<file path="src/rtl/picomips_pkg.sv">
// Shared constants and types for the picoMIPS datapath blocks.
// The multiply/write-back unit imports these.
package picomips_pkg;

  localparam int DATA_WIDTH = 8;
  localparam int ADDR_WIDTH = 2;

  // Largest positive Q1.7 value, returned when -1.0 * -1.0 overflows.
  localparam logic [DATA_WIDTH-1:0] FRAC_SAT_POS = 8'h7F;

  typedef enum logic [1:0] {
    IDLE = 2'd0,
    CALC = 2'd1,
    WB   = 2'd2
  } mul_state_t;

endpackage

</file>
<file path="src/rtl/mul_wb_unit_chk.sv">
// Protocol checker for mul_wb_unit.
// It watches the FSM state, the counter and the write-back strobes.
module mul_wb_unit_chk
  import picomips_pkg::*;
#(
  parameter int CNT_WIDTH = 4
) (
  input logic                 clk,
  input logic                 reset,
  input mul_state_t           state,
  input logic [CNT_WIDTH-1:0] cnt,
  input logic                 busy,
  input logic                 done,
  input logic                 w
);

  // Write strobe and done pulse are the same event.
  a_w_is_done: assert property (@(posedge clk) w == done);

  // A write can only happen while the unit reports busy.
  a_w_implies_busy: assert property (@(posedge clk) w |-> busy);

  // Write-back lasts exactly one cycle.
  a_wb_single: assert property (@(posedge clk) disable iff (reset)
    (state == WB) |=> (state == IDLE));

  // The iteration counter is never exhausted while still calculating.
  a_calc_cnt: assert property (@(posedge clk) disable iff (reset)
    (state == CALC) |-> (cnt != '0));

endmodule

</file>
<file path="src/rtl/mul_wb_unit.sv">
// Sequential signed shift-add multiplier feeding the register-file write port.
// It works in sign-magnitude form, with one radix-2 step per cycle and a final negate.
module mul_wb_unit
  import picomips_pkg::*;
#(
  parameter int DATA_WIDTH = picomips_pkg::DATA_WIDTH,
  parameter int ADDR_WIDTH = picomips_pkg::ADDR_WIDTH
) (
  input  logic                  clk,
  input  logic                  reset,
  input  logic                  start,
  input  logic                  frac,
  input  logic [DATA_WIDTH-1:0] op_a,
  input  logic [DATA_WIDTH-1:0] op_b,
  input  logic [ADDR_WIDTH-1:0] dest,
  output logic                  busy,
  output logic                  done,
  output logic                  w,
  output logic [ADDR_WIDTH-1:0] waddr,
  output logic [DATA_WIDTH-1:0] wdata
);

  localparam int PROD_WIDTH = 2 * DATA_WIDTH;
  localparam int CNT_WIDTH  = $clog2(DATA_WIDTH + 1);
  localparam logic [DATA_WIDTH-1:0] SAT_POS  = {1'b0, {(DATA_WIDTH-1){1'b1}}};
  localparam logic [CNT_WIDTH-1:0]  CNT_LOAD = CNT_WIDTH'(DATA_WIDTH);
  localparam logic [CNT_WIDTH-1:0]  CNT_ONE  = CNT_WIDTH'(1);

  // The most negative value maps to its unsigned magnitude (e.g. 0x80 -> 128).
  function automatic logic [DATA_WIDTH-1:0] magnitude(input logic [DATA_WIDTH-1:0] v);
    logic [DATA_WIDTH-1:0] m;
    if (v[DATA_WIDTH-1]) begin
      m = ~v + DATA_WIDTH'(1);
    end else begin
      m = v;
    end
    return m;
  endfunction

  // Fractional mode overflows only when the top two product bits disagree (-1.0 * -1.0).
  function automatic logic [DATA_WIDTH-1:0] pick_result(input logic [PROD_WIDTH-1:0] p,
                                                        input logic                  frac_mode);
    logic [DATA_WIDTH-1:0] r;
    if (frac_mode) begin
      if (p[PROD_WIDTH-1] != p[PROD_WIDTH-2]) begin
        r = SAT_POS;
      end else begin
        r = p[PROD_WIDTH-2:DATA_WIDTH-1];
      end
    end else begin
      r = p[DATA_WIDTH-1:0];
    end
    return r;
  endfunction

  mul_state_t             state_r, state_s;
  logic [PROD_WIDTH-1:0]  acc_r, acc_s;
  logic [PROD_WIDTH-1:0]  mcand_r, mcand_s;
  logic [DATA_WIDTH-1:0]  mplier_r, mplier_s;
  logic [CNT_WIDTH-1:0]   cnt_r, cnt_s;
  logic                   neg_r, neg_s;
  logic                   frac_r, frac_s;
  logic [ADDR_WIDTH-1:0]  dest_r, dest_s;
  logic [ADDR_WIDTH-1:0]  waddr_r, waddr_s;
  logic [DATA_WIDTH-1:0]  wdata_r, wdata_s;

  logic [PROD_WIDTH-1:0]  acc_step_s;
  logic [PROD_WIDTH-1:0]  prod_s;

  assign acc_step_s = mplier_r[0] ? (acc_r + mcand_r) : acc_r;
  assign prod_s     = neg_r ? (~acc_step_s + PROD_WIDTH'(1)) : acc_step_s;

  // Next-state and datapath update for the IDLE/CALC/WB sequence.
  always_comb begin
    state_s  = state_r;
    acc_s    = acc_r;
    mcand_s  = mcand_r;
    mplier_s = mplier_r;
    cnt_s    = cnt_r;
    neg_s    = neg_r;
    frac_s   = frac_r;
    dest_s   = dest_r;
    waddr_s  = waddr_r;
    wdata_s  = wdata_r;
    case (state_r)
      IDLE: begin
        if (start) begin
          state_s  = CALC;
          acc_s    = '0;
          mcand_s  = {{DATA_WIDTH{1'b0}}, magnitude(op_a)};
          mplier_s = magnitude(op_b);
          cnt_s    = CNT_LOAD;
          neg_s    = op_a[DATA_WIDTH-1] ^ op_b[DATA_WIDTH-1];
          frac_s   = frac;
          dest_s   = dest;
        end else begin
          state_s  = IDLE;
        end
      end
      CALC: begin
        acc_s    = acc_step_s;
        mcand_s  = {mcand_r[PROD_WIDTH-2:0], 1'b0};
        mplier_s = {1'b0, mplier_r[DATA_WIDTH-1:1]};
        cnt_s    = cnt_r - CNT_ONE;
        // The last step's sum is signed and formatted on the way into the write registers.
        if (cnt_r == CNT_ONE) begin
          state_s = WB;
          waddr_s = dest_r;
          wdata_s = pick_result(prod_s, frac_r);
        end else begin
          state_s = CALC;
        end
      end
      WB: begin
        state_s = IDLE;
      end
      default: begin
        state_s = IDLE;
      end
    endcase
  end

  // State and datapath registers with synchronous reset.
  always_ff @(posedge clk) begin
    if (reset) begin
      state_r  <= IDLE;
      acc_r    <= '0;
      mcand_r  <= '0;
      mplier_r <= '0;
      cnt_r    <= '0;
      neg_r    <= 1'b0;
      frac_r   <= 1'b0;
      dest_r   <= '0;
      waddr_r  <= '0;
      wdata_r  <= '0;
    end else begin
      state_r  <= state_s;
      acc_r    <= acc_s;
      mcand_r  <= mcand_s;
      mplier_r <= mplier_s;
      cnt_r    <= cnt_s;
      neg_r    <= neg_s;
      frac_r   <= frac_s;
      dest_r   <= dest_s;
      waddr_r  <= waddr_s;
      wdata_r  <= wdata_s;
    end
  end

  assign busy  = (state_r != IDLE);
  assign w     = (state_r == WB);
  assign done  = (state_r == WB);
  assign waddr = waddr_r;
  assign wdata = wdata_r;

  mul_wb_unit_chk #(
    .CNT_WIDTH (CNT_WIDTH)
  ) u_chk (
    .clk   (clk),
    .reset (reset),
    .state (state_r),
    .cnt   (cnt_r),
    .busy  (busy),
    .done  (done),
    .w     (w)
  );

endmodule

</file>
<file path="config.mk">
export PLATFORM = sky130hd
export DESIGN_NAME = mul_wb_unit
export DESIGN_NICKNAME = d
export VERILOG_FILES = /design/src/rtl/picomips_pkg.sv /design/src/rtl/mul_wb_unit_chk.sv /design/src/rtl/mul_wb_unit.sv
export SDC_FILE = /design/constraint.sdc
export NUM_CORES = 1
export LEC_CHECK = 0
export BUFFER_PORTS_ARGS = -buffer_cell sky130_fd_sc_hd__buf_2
export CORE_MARGIN = 10
export CORE_UTILIZATION = 50
export DETAILED_ROUTE_END_ITERATION = 6
export PLACE_DENSITY = 0.75
export SETUP_SLACK_MARGIN = 0.02
export SKIP_CTS_REPAIR_TIMING = 1
export SLEW_MARGIN = 20
export SYNTH_ARGS = -nofsm -noshare
export SYNTH_HDL_FRONTEND = slang
export SYNTH_SLANG_ARGS = --single-unit
</file>
<file path="constraint.sdc">
create_clock -name clk -period 7.8 [get_ports clk]
set_clock_uncertainty 0.15 [all_clocks]
set_input_delay 1.95 -clock clk [delete_from_list [all_inputs] [get_ports clk]]
set_output_delay 1.95 -clock clk [all_outputs]
set_load 0.01 [all_outputs]
</file>
==> metrics.csv, run 1 <==
stage;metric;value;unit
floorplanning;die_area;12000;sq um
clock_tree;cts_tree;built;
setup_path;arrival;4490;ps
sta;tns;0;ps
clock_tree;cts_made_buffers;9;
final_layout;syn2layout_area_growth;11.6;%
synth;ys_seq_area_share;29.9;%
setup_path;crit_start;acc_r[0];
clock_tree;cts-htree-levels;3;
detailed_routing;drc;0;
final_layout;n_antenna_cell;0;
synth;synthCells;517;
power;peakVddDrop;0.122;mV
detailed_routing;drtIter0Drc;225;
power;power.density;183;nW/um^2
sta;fmax;0.226;GHz
synth;yosys.cell_types.count;70;
sta;relSlewSlack;46.3;%
global_routing;grt_max_degree;62;
setup_path;crit_slowest_cell;fa_1;
power;p_clk_share;42.9;%
synth;synth_area_per_cell;7.78;sq um
detailed_routing;ant_nets;0;
sta;setup_viol;0;
global_routing;grt_pass1_wl;17.6;mm
power;leakage;1.74;nW
synth;synth_top_cell_area_share;29.9;%
floorplanning;start_util;51.8;%
detailed_routing;post_drt_wl_per_cell;16.0;um
setup_path;r2r-start;acc_r[0];
final_layout;layout_common_cells;nor2_1 (66), dfxtp_1 (60), nand2_1 (54), a21oi_1 (46), buf_2 (33);
setup_path;critPathLaunchType;register;
clock_tree;clock-sinks;60;
sta;rsz0062_at_grt;no;
final_layout;fillers;726;
synth;synthFlopType;dfxtp_1;
floorplanning;num_rows;32;
placement;port_buffers;34;
power;p_total;823;uW
floorplanning;fp.dieW;110;um
clock_tree;clockRootBuffer;clkbuf_8;
power;combinationalPowerShare;16.9;%
placement;dp_slack;3550;ps
power;p_int;592;uW
sta;hold_viol;0;
clock_tree;path_clk_slew;70;ps
detailed_routing;viasPerCell;6.07;
detailed_routing;drtPass1Iterations;5;
global_routing;grt_usage;17.7;%
floorplanning;core_region_area;7770;sq um
sta;fin_crit;4420;ps
setup_path;cp_slowest_stage_delay;420;ps
sta;worst_pin_slew;805;ps
setup_path;crit_chain;ha_1 -> fa_1 -> a21o_1 -> a221oi_2 -> xnor2_1 -> mux2i_2 -> nand4_1 -> or3_1 -> o21ai_1 -> xnor2_1 -> ha_1 -> nor2b_1 -> nand2_1 -> a21oi_1 -> o31ai_1 -> o211ai_1 -> o31ai_1;
final_layout;final_area;4490;sq um
detailed_routing;wirelength;10.3;mm
power;p_sw;231;uW
setup_path;path_delay_family;compound AO/OA/AOI/OAI gates;
floorplanning;dieHeight;110;um
min_path;min_from;dest_r[0];
final_layout;nNetsFinal;580;
synth;synth_area_leaders;dfxtp_1 (30%), ha_1 (6.5%), nor2_1 (6.2%), a21oi_1 (5.7%), nand2_1 (5.0%);
setup_path;critPathBufInv;0;
outcome;status;finished, final reports clean;
final_layout;final_common_cell;nor2_1;
sta;postLayoutSetupSlackWorst;3380;ps
power;netSwitchingFraction;28.1;%
global_routing;overflow;0;
synth;syn_nets;561;
setup_path;path_class;register to register;
synth;synth_edf_count;0;
setup_path;cp.required;7870;ps
placement;dp_hpwl;7.30;mm
synth;yosys_warnings;0;
synth;synth_area_leader_cell;dfxtp_1;
final_layout;stdcell_count;643;
synth;synthArstFlopShare;0;%
setup_path;cp_max_fo;6;
final_layout;drive_above_1_share;13.3;%
floorplanning;pin_count;35;
final_layout;ff_latch_area;1200;sq um
synth;netlist_area;4020;sq um
placement;gp_congestion;0.923;
placement;placed_area;4240;sq um
clock_tree;clkLatencyLatePin;350;ps
final_layout;multi_input_area;2650;sq um
placement;placed_cells;627;
power;power_frac_seq;40.1;%
global_routing;grt_antenna_before_repair;0;
detailed_routing;vias;3903;
setup_path;worst_setup_path_end_kind;register;
global_routing;grt_pass1_vias;3834;
synth;yosys_register_bits;60;
sta;period_share;56.7;%
min_path;hp-class;register to register;
sta;slew_viol_final;0;
run;maxCapViolations;0;
clock_tree;cts_buffer_depth;2;
[layer usage]
layer  vias up  track usage, %  part of all wire, %
li1       1923               -                    -
met1      1851            20.6                   44
met2       112            31.0                   49
met3        17            4.45                  5.3
met4         0            6.13                  1.8
met5         -               0                    0
[power by group through the flow]
stage	Sequential, mW	Clock [mW]	Combinational [mW]
after floorplan	0.333	0	0.106
after global placement	0.336	0	0.134
after detailed placement	0.337	0	0.138
after CTS	0.330	0.359	0.139
after global routing	0.332	0.371	0.155
final	0.331	0.353	0.139
[final timing paths]
path,end,slack [ps],cells after the start
worst max-delay path,wdata[5],3380,17
worst min-delay path,waddr[0],300,2
worst max register to register,wdata[5],3380,17
worst min register to register,waddr[0],300,2
[cell usage after synthesis (2+ instances only)]
library cell / n
nand4_1: 3
nand3b_1: 3
a31oi_1: 13
xnor2_1: 22
a22oi_1: 12
nand2_1: 54
or4_1: 2
a21oi_1: 46
a211oi_1: 4
and3_1: 4
buf_2: 2
dfxtp_1: 60
o21ai_1: 4
nor3b_1: 2
o2111ai_1: 2
a32oi_1: 2
nor4b_1: 2
nor3_1: 6
a21o_1: 4
nand2b_1: 9
nor2b_1: 8
o2bb2ai_1: 2
inv_1: 14
and2_1: 4
o31ai_1: 8
o21ai_0: 12
nor2_1: 66
o211ai_1: 5
a31o_2: 2
mux2i_1: 6
a221oi_1: 7
a221o_1: 2
nand3_1: 24
ha_1: 21
xor2_1: 8
clkbuf_1: 28
a2111oi_0: 2
o221ai_1: 2
or3_1: 9
[area by class of cell]
type                            instances  area share (%)
Clock buffer                           10            3.07
Clock inverter                          6            2.48
Inverter                               15            1.25
Multi-Input combinational cell        411            58.9
Sequential cell                        60            26.8
Tap cell                              102            2.84
Timing Repair Buffer                   39            4.68
[tightest hold or removal path, stage by stage (launching register included)]
cell,delay (ps)
dfxtp_1,310
nand2_1,50
a21oi_1,50
[state kept, by name (all words and copies together), names as in the netlist]
signal and count:
wdata 8, state_r 2, dest_r 2, mplier_r 8, frac_r 1, waddr 2
acc_r 16, neg_r 1, cnt_r 4, mcand_r 16
[per-stage QoR]
step / utilization [%] / hold slack (ps)
finish: 57.8 / 305
global route: 57.8 / 324
CTS: 57.8 / 307
detailed placement: 54.6 / 297
global placement: 54.6 / 287
floorplan: - / 282
[kinds of logic after synthesis]
group / count (synthesis) / share of synthesized area (%)
simple gates: 206 / 25.1
xor+xnor: 30 / 6.53
mux: 8 / 2.12
fa+ha+maj: 22 / 7.03
buf+inv: 46 / 4.45
flops: 60 / 29.9
compound gates: 145 / 24.9
Power figures use the tool's default switching activity.
==> inputs of run 2 (changes only) <==
- PLACE_DENSITY: 0.75 -> 0.77
- clock period: 7.8 -> 3.95 ns (I/O delays scaled with it)
==> run 2 against run 1 <==
  * The run now ends with negative setup slack left
  * Clock power up 80%
  * Register-to-register slack worse by 3600 ps
  * Cell area up 6.8%
  * Sequential power up 98%
  * Die area unchanged
  * Fmax up 6.1%
  * Combinational power up 120%
  * Non-clock buffer count up 31
  * Sequential share of layout area down 1.7 points
  * Largest power group is now registers
  * Highest routed layer unchanged
==> metrics.csv, run 2 (synthesis gave the netlist of run 1 again) <==
stage;metric;value;unit;change
power;leakage;1.90;nW;+9.2%
global_routing;grt_antenna_before_repair;0;;unchanged
power;peakVddDrop;0.207;mV;+70%
detailed_routing;drc;0;;unchanged
clock_tree;clock-sinks;60;;unchanged
final_layout;multi_input_area;2740;sq um;+3.6%
final_layout;nNetsFinal;611;;+5.3%
clock_tree;cts-htree-levels;3;;unchanged
power;combinationalPowerShare;19.5;%;+2.6 points
detailed_routing;post_drt_wl_per_cell;16.4;um;+2.2%
power;power.density;335;nW/um^2;+82%
global_routing;grt_usage;18.8;%;+1.0 points
global_routing;grt_pass1_wl;18.2;mm;+3.5%
final_layout;syn2layout_area_growth;19.2;%;
final_layout;stdcell_count;674;;+4.8%
detailed_routing;ant_nets;0;;unchanged
floorplanning;pin_count;35;;unchanged
detailed_routing;drtPass1Iterations;5;;unchanged
global_routing;grt_pass1_vias;3821;;-0.34%
final_layout;fillers;688;;-5.2%
detailed_routing;vias;3973;;+1.8%
floorplanning;start_util;51.8;%;unchanged
clock_tree;cts_buffer_depth;2;;unchanged
setup_path;critPathLaunchType;register;;
detailed_routing;viasPerCell;5.89;;-2.9%
placement;dp_hpwl;8.07;mm;+11%
floorplanning;num_rows;32;;unchanged
floorplanning;core_region_area;7770;sq um;unchanged
run;maxCapViolations;0;;unchanged
setup_path;cp_max_fo;3;;-3
sta;period_share;106;%;+49 points
final_layout;n_antenna_cell;0;;unchanged
sta;tns;-375;ps;-375 ps
floorplanning;die_area;12000;sq um;unchanged
detailed_routing;wirelength;11.0;mm;+7.1%
setup_path;arrival;4220;ps;-270 ps
sta;worst_pin_slew;813;ps;+7.21 ps
sta;rsz0062_at_grt;yes;;
power;netSwitchingFraction;29.5;%;+1.4 points
clock_tree;clockRootBuffer;clkbuf_8;;
power;p_sw;473;uW;+100%
power;p_clk_share;39.7;%;-3.2 points
clock_tree;cts_tree;built;;
sta;relSlewSlack;45.7;%;-0.58 points
final_layout;layout_common_cells;nor2_1 (65), dfxtp_1 (58), nand2_1 (54), a21oi_1 (43), buf_4 (36);;
floorplanning;fp.dieW;110;um;unchanged
setup_path;worst_setup_path_end_kind;register;;
setup_path;path_class;register to register;;
placement;gp_congestion;0.911;;-1.3%
sta;slew_viol_final;0;;unchanged
outcome;violations;negative setup slack;;
sta;fmax;0.240;GHz;+6.1%
outcome;status;complete, but fails checks;;
final_layout;ff_latch_area;1200;sq um;+0.21%
sta;fin_crit;4170;ps;-254 ps
final_layout;final_common_cell;nor2_1;;
global_routing;grt_max_degree;36;;-42%
sta;setup_viol;5;;+5
sta;hold_viol;0;;unchanged
power;p_int;1.13;mW;+91%
min_path;hp-class;register to register;;
power;power_frac_seq;40.8;%;+0.7 points
placement;placed_cells;656;;+4.6%
final_layout;top_regs;acc_r (16), mcand_r (16);;
clock_tree;path_clk_slew;80;ps;about the same
clock_tree;clkLatencyLatePin;350;ps;about the same
floorplanning;dieHeight;110;um;unchanged
clock_tree;cts_made_buffers;9;;unchanged
detailed_routing;drtIter0Drc;283;;+26%
sta;postLayoutSetupSlackWorst;-220;ps;-3600 ps
setup_path;cp.required;4000;ps;-3870 ps
placement;port_buffers;34;;unchanged
final_layout;drive_above_1_share;20.1;%;+6.8 points
global_routing;overflow;0;;unchanged
==> run 2: final cells by class <==
type	instances	area share (%)
clock inverters	5	1.77
multi-input cells	411	57.2
well taps	102	2.66
repair buffers	70	9.19
inverters	15	1.17
clock buffers	11	2.95
flip-flops and latches	60	25.1
==> run 2: final timing paths <==
check	cells after the start	slack [ps]	to	from
min	2	300	wdata[7]	wdata[7]
max	16	-220	wdata[5]	acc_r[0]
max reg2reg	16	-220	wdata[5]	acc_r[0]
min reg2reg	2	300	wdata[7]	wdata[7]
==> run 2: per-layer routing <==
metal	track usage [%]	routed length (um)	vias to the layer above
met4	7.81	293	0
met1	22.8	4920	1841
met5	0	0	-
met2	31.5	5160	129
met3	4.04	654	19
li1	-	-	1984
==> run 2: power by group through the flow <==
stage | Sequential, mW | Clock, mW | Combinational, mW
4_1_cts | 0.653 | 0.647 | 0.297
5_1_grt | 0.658 | 0.669 | 0.342
3_5_place_dp | 0.667 | 0 | 0.296
2_1_floorplan | 0.657 | 0 | 0.211
3_3_place_gp | 0.665 | 0 | 0.288
6_report | 0.655 | 0.637 | 0.312
==> run 2: stage by stage <==
stage / power (mW) / util [%] / worst slack, ps / hold WS [ps] / cell area (sq um)
2_1_floorplan: 0.868 / - / 79.7 / 282 / 4030
3_3_place_gp: 0.953 / 57.5 / -7.48 / 287 / 4460
3_5_place_dp: 0.962 / 57.5 / -145 / 290 / 4460
4_1_cts: 1.60 / 60.4 / -182 / 301 / 4690
5_1_grt: 1.67 / 61.7 / -381 / 311 / 4790
6_report: 1.60 / 61.7 / -220 / 302 / 4790
==> run 2: critical path, cell delays in order, from the launching register on <==
cell,delay (ps)
dfxtp_2,340
ha_4,160
fa_2,330
a21o_1,230
a221o_1,360
a211oi_2,290
a21oi_2,90
or3_1,340
a31o_4,250
o41ai_4,300
xnor2_1,160
ha_1,270
nor2b_2,170
nand2_1,110
o221a_2,260
o211ai_1,110
o31ai_1,120
==> inputs of run 3 (changes only) <==
- BUFFER_PORTS_ARGS: -buffer_cell sky130_fd_sc_hd__buf_2 -> -buffer_cell sky130_fd_sc_hd__buf_4
- CORE_MARGIN: 10 -> unset
- CORE_UTILIZATION: 50 -> 54
- PLACE_DENSITY: 0.77 -> 0.82
==> run 3 against run 2 <==
  * The flow still finishes with violations (negative setup slack)
  * Register-to-register slack better by 80 ps
  * Sequential cell count stayed put
  * Fmax increased by 2.0%
  * Sequential share of layout area shrank 0.59 points
  * Sequential power about the same
  * Global-route usage increased by 9.3 points
  * Core utilization is 6.3 points higher
  * Largest cell class unchanged
==> metrics.csv, run 3 (synthesis gave the netlist of run 1 again) <==
stage;metric;value;unit;change
sta;rsz0062_at_grt;yes;;
power;peakVddDrop;0.296;mV;+43%
detailed_routing;wirelength;11.2;mm;+1.6%
final_layout;layout_common_cells;buf_4 (70), nor2_1 (65), dfxtp_1 (59), nand2_1 (53), a21oi_1 (43);;
clock_tree;cts-htree-levels;3;;unchanged
placement;port_buffers;34;;unchanged
final_layout;top_regs;acc_r (16), mcand_r (16);;
setup_path;crit_chain;ha_4 -> fa_2 -> a21o_1 -> a221o_1 -> a211oi_2 -> a21oi_1 -> or3_1 -> a31o_4 -> o41ai_4 -> xnor2_1 -> ha_1 -> nor2b_2 -> nand2_2 -> o221a_4 -> o211ai_1 -> o31ai_1;;
global_routing;grt_usage;28.1;%;+9.3 points
power;power.density;321;nW/um^2;-4.1%
detailed_routing;drc;0;;unchanged
sta;relSlewSlack;36.5;%;-9.2 points
setup_path;cp_max_fo;3;;unchanged
setup_path;critPathLaunchType;register;;
floorplanning;start_util;55.8;%;+4.0 points
outcome;status;complete, but fails checks;;
setup_path;worst_setup_path_end_kind;register;;
final_layout;syn2layout_area_growth;21.9;%;
placement;dp_hpwl;7.71;mm;-4.5%
sta;hold_viol;0;;unchanged
sta;fmax;0.244;GHz;+2.0%
detailed_routing;vias;4182;;+5.3%
global_routing;grt_pass1_vias;3704;;-3.1%
setup_path;arrival;4170;ps;-50 ps
setup_path;cp.required;4030;ps;+30 ps
clock_tree;cts_tree;built;;
final_layout;ff_latch_area;1200;sq um;-0.10%
sta;slew_viol_final;0;;unchanged
global_routing;overflow;0;;unchanged
power;leakage;1.92;nW;+0.76%
detailed_routing;drtIter0Drc;264;;-6.7%
floorplanning;fp.dieW;88.3;um;-19%
detailed_routing;ant_nets;0;;unchanged
floorplanning;core_region_area;7210;sq um;-7.1%
sta;period_share;104;%;-2.0 points
global_routing;grt_max_degree;62;;+72%
floorplanning;die_area;7800;sq um;-35%
final_layout;final_area;4900;sq um;+2.3%
placement;gp_congestion;0.973;;+6.9%
setup_path;path_class;register to register;;
final_layout;nNetsFinal;611;;unchanged
clock_tree;clockRootBuffer;clkbuf_8;;
final_layout;drive_above_1_share;21.0;%;+0.87 points
setup_path;cp_slowest_stage_delay;390;ps;+30 ps
final_layout;fillers;636;;-7.6%
sta;postLayoutSetupSlackWorst;-140;ps;+80.3 ps
detailed_routing;post_drt_wl_per_cell;16.7;um;+2.1%
setup_path;crit_slowest_cell;fa_2;;
clock_tree;cts_made_buffers;9;;unchanged
placement;placed_cells;649;;-1.1%
setup_path;path_delay_family;compound AO/OA/AOI/OAI gates;;
global_routing;grt_pass1_wl;16.8;mm;-7.9%
clock_tree;path_clk_slew;80;ps;about the same
placement;placed_area;4510;sq um;+1.1%
sta;setup_viol;3;;-2
detailed_routing;drtPass1Iterations;5;;unchanged
setup_path;critPathBufInv;0;;unchanged
sta;worst_pin_slew;951;ps;+138 ps
detailed_routing;viasPerCell;6.23;;+5.7%
clock_tree;cts_buffer_depth;2;;unchanged
clock_tree;clock-sinks;60;;unchanged
floorplanning;pin_count;35;;unchanged
outcome;violations;negative setup slack;;
floorplanning;num_rows;31;;-3.1%
power;p_total;1.57;mW;-1.9%
run;maxCapViolations;0;;unchanged
floorplanning;dieHeight;88.3;um;-19%
global_routing;grt_antenna_before_repair;0;;unchanged
final_layout;stdcell_count;671;;-0.45%
final_layout;n_antenna_cell;0;;unchanged
clock_tree;clkLatencyLatePin;370;ps;+20 ps
final_layout;final_common_cell;buf_4;;
min_path;hp-class;register to register;;
final_layout;multi_input_area;2790;sq um;+1.9%
sta;fin_crit;4090;ps;-80.3 ps
placement;dp_slack;-131;ps;+14.5 ps
[run 3: cell types whose count changed in the layout (fill, tap and decap cells not counted), sizes merged]
cell,change
clkinv,-1
clkbuf,-2
bufinv,-1
inv,+4
[run 3: final timing paths]
| kind | from | end | slack, ps | cells past startpoint |
|---|---|---|---|---|
| hold reg to reg | waddr[1] | waddr[1] | 310 | 2 |
| setup / recovery | acc_r[0] | wdata[5] | -140 | 16 |
| hold / removal | waddr[1] | waddr[1] | 310 | 2 |
| setup reg to reg | acc_r[0] | wdata[5] | -140 | 16 |
[run 3: report_power, final]
part / leakage (nW) / total [mW] / switching, mW / internal [mW]
Sequential: 0.488 / 0.655 / 0.0254 / 0.629
Combinational: 1.33 / 0.326 / 0.191 / 0.134
Clock: 0.101 / 0.593 / 0.292 / 0.301
[run 3: cell type report]
cell class              count  share of cell area, %
multi-input cells         411                   56.9
clock buffers               9                   2.53
repair buffers             70                   10.7
inverters                  15                   1.15
clock inverters             7                   1.66
well taps                  99                   2.53
flip-flops and latches     60                   24.5
[run 3: tightest hold or removal path: cells and delay by family (launching register included)]
family / cells / cell delay [ps]
AND/OR/NAND/NOR: 1 / 50
flip-flops: 1 / 310
AO/OA/AOI/OAI: 1 / 50
[run 3: layer usage]
layer | track usage, % | up-vias | share of wire, %
met5 | 0 | - | 0
met4 | 16.3 | 0 | 4.5
met2 | 46.9 | 178 | 48
met3 | 5.97 | 50 | 5.6
met1 | 33.3 | 1976 | 42
li1 | - | 1978 | -
[run 3: stage by stage]
| step | hold WS [ps] | utilization, % | setup TNS (ps) |
|---|---|---|---|
| after CTS | 308 | 65.4 | -321 |
| after detailed placement | 297 | 62.6 | -171 |
| final | 307 | 68.0 | -333 |
| after global routing | 325 | 68.0 | -1360 |
| after global placement | 287 | 62.6 | -6.25 |
| after floorplan | 282 | - | 0 |
